<file path="config.mk">
export PLATFORM = sky130hd
export DESIGN_NAME = buffer_drain_arbiter
export DESIGN_NICKNAME = d
export VERILOG_FILES = /design/src/rtl/buffer_drain_pkg.sv /design/src/rtl/buffer_drain_arbiter_rr_priority_picker.sv /design/src/rtl/buffer_drain_arbiter.sv
export SDC_FILE = /design/constraint.sdc
export NUM_CORES = 1
export LEC_CHECK = 0
export ABC_AREA = 0
export CORE_AREA = 2 2 54 56
export DETAILED_ROUTE_END_ITERATION = 6
export DIE_AREA = 0 0 56 58
export MAX_ROUTING_LAYER = met4
export PLACE_DENSITY = 0.89
export SKIP_CTS_REPAIR_TIMING = 1
export SLEW_MARGIN = 20
export SYNTH_ARGS = -nofsm -noshare
export SYNTH_HDL_FRONTEND = slang
export SYNTH_SLANG_ARGS = --single-unit
export TNS_END_PERCENT = 10
</file>
<file path="constraint.sdc">
create_clock -name clk -period 2.8 [get_ports clk]
set_input_delay 0.28 -clock clk [delete_from_list [all_inputs] [get_ports clk]]
set_output_delay 0.28 -clock clk [all_outputs]
set_load 0.02 [all_outputs]
</file>
<file path="src/rtl/buffer_drain_pkg.sv">
// rtl/buffer_drain_pkg.sv - shared types and helpers for the buffer drain arbiter
package buffer_drain_pkg;

    typedef enum logic {
        IDLE  = 1'b0,
        SERVE = 1'b1
    } state_t;

    // Bytes held by a buffer, derived from its free-space count.
    function automatic int unsigned occupancy(input int unsigned avai, input int unsigned size);
        return size - avai;
    endfunction

endpackage

</file>
<file path="src/rtl/buffer_drain_arbiter_rr_priority_picker.sv">
// rtl/buffer_drain_arbiter_rr_priority_picker.sv - round-robin search for the next requesting buffer
module rr_priority_picker
    import buffer_drain_pkg::*;
#(
    parameter int NUM_BUF = 4,
    parameter int IDX_W   = $clog2(NUM_BUF)
) (
    input  logic [NUM_BUF-1:0] req,
    input  logic [IDX_W-1:0]   last_grant,
    output logic               any_req,
    output logic [IDX_W-1:0]   next_idx
);

    // Walk offsets from far to near so the nearest requester after last_grant wins.
    always_comb begin
        any_req  = |req;
        next_idx = '0;
        for (int k = NUM_BUF; k >= 1; k--) begin
            if (req[(int'(last_grant) + k) % NUM_BUF]) begin
                next_idx = IDX_W'((int'(last_grant) + k) % NUM_BUF);
            end
        end
    end

endmodule

</file>
<file path="src/rtl/buffer_drain_arbiter.sv">
// rtl/buffer_drain_arbiter.sv - round-robin drain of NUM_BUF byte buffers into one valid/ready sink
module buffer_drain_arbiter
    import buffer_drain_pkg::*;
#(
    parameter int NUM_BUF          = 4,
    parameter int BUFFER_BYTE_SIZE = 4,
    parameter int AVAI_W           = $clog2(BUFFER_BYTE_SIZE) + 1,
    parameter int BURST_LEN        = 4,
    parameter int IDX_W            = $clog2(NUM_BUF)
) (
    input  logic                      clk,
    input  logic                      reset,
    input  logic [NUM_BUF*AVAI_W-1:0] buf_avai,
    input  logic [NUM_BUF*8-1:0]      buf_data,
    output logic [NUM_BUF-1:0]        buf_output_en,
    output logic                      sink_valid,
    output logic [7:0]                sink_data,
    input  logic                      sink_ready,
    output logic [IDX_W-1:0]          grant_idx,
    output logic                      busy
);

    localparam int CNT_W = $clog2(BURST_LEN + 1);

    state_t             state;
    state_t             state_next;
    logic [IDX_W-1:0]   last_grant;
    logic [CNT_W-1:0]   burst_cnt;
    logic [NUM_BUF-1:0] non_empty;
    logic               any_req;
    logic [IDX_W-1:0]   pick_idx;
    logic [AVAI_W-1:0]  grant_avai;
    logic [AVAI_W-1:0]  grant_occ;
    logic [7:0]         grant_data;
    logic               xfer;
    logic               burst_done;
    logic               last_byte;
    logic               end_grant;

    always_comb begin
        non_empty = '0;
        for (int i = 0; i < NUM_BUF; i++) begin
            non_empty[i] = buf_avai[i*AVAI_W +: AVAI_W] != AVAI_W'(BUFFER_BYTE_SIZE);
        end
    end

    always_comb begin
        grant_avai = AVAI_W'(BUFFER_BYTE_SIZE);
        grant_data = '0;
        for (int i = 0; i < NUM_BUF; i++) begin
            if (IDX_W'(i) == grant_idx) begin
                grant_avai = buf_avai[i*AVAI_W +: AVAI_W];
                grant_data = buf_data[i*8 +: 8];
            end
        end
    end

    assign grant_occ = AVAI_W'(occupancy(32'(grant_avai), BUFFER_BYTE_SIZE));

    rr_priority_picker #(
        .NUM_BUF (NUM_BUF),
        .IDX_W   (IDX_W)
    ) u_picker (
        .req        (non_empty),
        .last_grant (last_grant),
        .any_req    (any_req),
        .next_idx   (pick_idx)
    );

    always_ff @(posedge clk) begin
        if (reset) begin
            state <= IDLE;
        end else begin
            state <= state_next;
        end
    end

    // Last-byte test uses the count seen this cycle; a same-cycle push cannot extend the grant.
    assign xfer       = sink_valid & sink_ready;
    assign last_byte  = grant_occ == AVAI_W'(1);
    assign burst_done = burst_cnt == CNT_W'(BURST_LEN - 1);
    assign end_grant  = xfer ? (burst_done | last_byte) : !sink_valid;

    always_comb begin
        state_next = state;
        case (state)
            IDLE:    if (any_req)   state_next = SERVE;
            SERVE:   if (end_grant) state_next = IDLE;
            default: state_next = IDLE;
        endcase
    end

    // Reset masks the strobes combinationally so a reset mid-burst never pops a byte.
    always_comb begin
        sink_valid    = 1'b0;
        sink_data     = '0;
        buf_output_en = '0;
        busy          = 1'b0;
        if (!reset && state == SERVE) begin
            busy                     = 1'b1;
            sink_valid               = grant_avai != AVAI_W'(BUFFER_BYTE_SIZE);
            sink_data                = grant_data;
            buf_output_en[grant_idx] = sink_valid & sink_ready;
        end
    end

    always_ff @(posedge clk) begin
        if (reset) begin
            last_grant <= IDX_W'(NUM_BUF - 1);
            grant_idx  <= '0;
            burst_cnt  <= '0;
        end else if (state == IDLE) begin
            if (any_req) begin
                grant_idx <= pick_idx;
                burst_cnt <= '0;
            end
        end else begin
            if (end_grant) begin
                last_grant <= grant_idx;
            end else if (xfer) begin
                burst_cnt <= burst_cnt + 1'b1;
            end
        end
    end

endmodule

</file>
==> impl_metrics.env <==
export IMPL_status="complete, no violations"
export IMPL_fmax_mhz=388
export IMPL_nFillCells=222
export IMPL_viasPerCell=5.31
export IMPL_start_util_pct=32.9
export IMPL_multi_input_area_sq_um=666
export IMPL_r2r_start="grant_idx[0]"
export IMPL_cp_max_fo=7
export IMPL_num_antenna_cells=0
export IMPL_slew_headroom_pct=69.9
export IMPL_clkTransAtPathRegs_ns=0.05
export IMPL_synth_top_cell_by_area="mux4_2"
export IMPL_dp_hpwl_um=2710
export IMPL_syn_inst=96
export IMPL_worstMarginPinSlew_ns=0.451
export IMPL_root_buffer="clkbuf_4"
export IMPL_fin_util_pct=60.2
export IMPL_synthArstFlopShare_pct=0
export IMPL_cts_sinks=8
export IMPL_instances_no_fill=195
export IMPL_wl_met1_um=1260
export IMPL_synth_warnings=0
export IMPL_layout_min_cycle_time_ns=2.58
export IMPL_cts_buffers_inserted=3
export IMPL_place_gp_congestion=0.855
export IMPL_pin_count=63
export IMPL_synth_top_cells_by_count="mux4_2 (10), nor2_1 (10), dfxtp_1 (8), nor2b_1 (8), mux2i_1 (7)"
export IMPL_synth_ff_type="dfxtp_1"
export IMPL_antenna_found_initial=0
export IMPL_synth_area_per_cell_sq_um=9.12
export IMPL_grt_pass1_wl_um=5040
export IMPL_path_class="flop to flop"
export IMPL_finalCritPeriodShare_pct=92.1
export IMPL_dpl_cell_count=192
export IMPL_yosysSeqAreaShare_pct=18.3
export IMPL_grt_pass1_vias=1107
export IMPL_die_area_sq_um=3250
export IMPL_clk_latency_ns=0.26
export IMPL_synth_area_leaders="mux4_2 (26%), dfxtp_1 (18%), mux2i_1 (8.0%)"
export IMPL_hp_class="flop to flop"
export IMPL_top_layer="met4"
export IMPL_die_y_um=58
export IMPL_track_usage_pct=20.7
export IMPL_fin_tns_setup_ns=0
export IMPL_slew_viol_final=0
export IMPL_cp_start_kind="flop"
export IMPL_whs_endpoint="burst_cnt[0]"
export IMPL_grt_ovfl_total=0
export IMPL_synth_compound_area_share_pct=10.3
export IMPL_syn_nets=146
export IMPL_routedWlPerCell_um=16.3
export IMPL_clock_path_buffers=2
export IMPL_layout_drive_gt1_share_pct=16.5
export IMPL_vdd_drop_max_uv=198
export IMPL_dr_wl_met3_um=257
export IMPL_final_hold_viol_count=0
export IMPL_reg2regPathDepth=9
export IMPL_ys_types=31
export IMPL_dr_total_vias=1036
export IMPL_r2r_end="last_grant[1]"
export IMPL_synthToLayoutAreaGrowth_pct=82.9
export IMPL_drt_pre_antenna_iters=4
export IMPL_crit_arrival_ns=2.76
export IMPL_synthSimpleGateAreaFrac_pct=27.4
export IMPL_cts_tree="built"
export IMPL_drc_errors=0
export IMPL_hp_start="burst_cnt[0]"
export IMPL_holdPathStages=1
export IMPL_fp_row_count=19
export IMPL_end_kind="flop"
export IMPL_setup_viol_count_final=0
export IMPL_wl_met2_um=1620
export IMPL_p_leak_nw=0.643
export IMPL_synth_xor_area_share_pct=0
export IMPL_h_tree_depth=1
export IMPL_numPortBuffers=62
export IMPL_die_width_um=56
export IMPL_skew_ns=0.00279
export IMPL_p_per_area_nw_per_um2=301
export IMPL_cp_data_required_time_ns=2.98
export IMPL_grt_max_degree=13
export IMPL_synthAdderAreaFrac_pct=4.29
export IMPL_synth_top_family_by_area="multiplexers"
export IMPL_rsz0062_at_grt="no"
export IMPL_regArea_sq_um=160
export IMPL_syn_area_sq_um=876
export IMPL_core_sq_um=2660
export IMPL_ant_nets=0
export IMPL_muxShareOfSynthArea_pct=33.7
export IMPL_routed_wl_um=3180
export IMPL_cap_viol_max_count=0
export IMPL_synth_top_area_share_pct=25.7
export IMPL_rrSetupSlack_ns=0.22
export IMPL_fin_nets=216
export IMPL_ys_seq_elements=8
export IMPL_first_iter_violations=29
export IMPL_synth_edf_count=0
[sequential cells by signal (all words and copies together), names as in the netlist]
name / flops
burst_cnt: 3
grant_idx: 2
last_grant: 2
state: 1
[placed cells by master (no fill, tap or decap)]
cell type / synthesis / layout
and2b_4: 1 / 1
o21ai_0: 1 / 1
inv_1: 5 / 5
nand4b_1: 1 / 1
mux4_2: 10 / 10
o21ai_1: 1 / 1
ha_1: 3 / 3
buf_4: 0 / 10
a21oi_4: 1 / 1
o31ai_1: 1 / 1
clkdlybuf4s50_1: 0 / 57
a21oi_1: 5 / 5
nand2b_1: 4 / 4
a21oi_2: 1 / 1
clkbuf_4: 0 / 3
o22ai_1: 1 / 1
nor2_1: 10 / 9
or2_1: 1 / 1
nand3_1: 3 / 3
nor3b_1: 2 / 2
nand2_1: 6 / 6
or3_1: 1 / 1
nor2b_1: 8 / 8
mux2i_1: 7 / 7
dfxtp_1: 8 / 8
a2111oi_0: 1 / 1
dlymetal6s2s_1: 0 / 4
o21bai_1: 1 / 1
nand3b_1: 3 / 3
nor3_1: 3 / 3
nor4_1: 1 / 1
nor2_2: 0 / 1
[cell families (layout without fill, tap and decap cells)]
kind of cell / after synthesis / after routing
mux: 17 / 17
fa+ha+maj: 3 / 3
flops: 8 / 8
buf+inv: 11 / 79
compound gates: 13 / 13
simple gates: 44 / 44
[worst max-delay path by stage]
stage / start / endpoint / slack (ns) / cells after the start
finish: grant_idx[0] / last_grant[1] / 0.22 / 9
global route: grant_idx[0] / last_grant[1] / 0.13 / 9
CTS: buf_avai[8] / buf_output_en[1] / -0.09 / 7
detailed placement: buf_avai[8] / buf_output_en[1] / -0.09 / 7
global placement: buf_avai[8] / buf_output_en[1] / 0.02 / 7
floorplan: grant_idx[0] / buf_output_en[0] / -0.08 / 7
[worst max-delay path: stages, from the launching register on]
cell and delay [ns]:
dfxtp_1 0.37, buf_4 0.20, mux4_2 0.53, a21oi_1 0.15
ha_1 0.25, or2_1 0.21, o22ai_1 0.24, a21oi_4 0.11
a21oi_2 0.20, mux2i_1 0.24
[report_power, final]
group / leakage (nW) / internal [W] / total, W / switching [W]
Clock: 0.0138 / 0.0000492 / 0.0000909 / 0.0000417
Combinational: 0.564 / 0.000160 / 0.000259 / 0.0000991
Sequential: 0.0654 / 0.000122 / 0.000132 / 0.0000103
Total: 0.643 / 0.000331 / 0.000482 / 0.000151
[through the flow]
| stage | hold WS (ns) | cell area (sq um) | worst slack (ns) | power, W |
|---|---|---|---|---|
| final | 0.491 | 1600 | 0.220 | 0.000482 |
| after CTS | 0.498 | 1590 | -0.0868 | 0.000488 |
| after floorplan | 0.444 | 876 | -0.0829 | 0.000269 |
| after global placement | 0.457 | 1570 | 0.0217 | 0.000385 |
| after detailed placement | 0.489 | 1570 | -0.0879 | 0.000395 |
| after global routing | 0.528 | 1600 | 0.127 | 0.000510 |
[metal layers]
layer	GRT usage [%]	vias to the layer above
met5	-	-
met4	8.16	0
met3	4.02	6
met2	37.6	52
met1	22.3	488
li1	-	490
[layout make-up]
class / count / share of cell area, %
Sequential cell: 8 / 10.0
Inverter: 5 / 1.17
Multi-Input combinational cell: 77 / 41.6
Timing Repair Buffer: 71 / 43.4
Tap cell: 31 / 2.42
Clock buffer: 3 / 1.41
(Power assumes the default switching activity.)
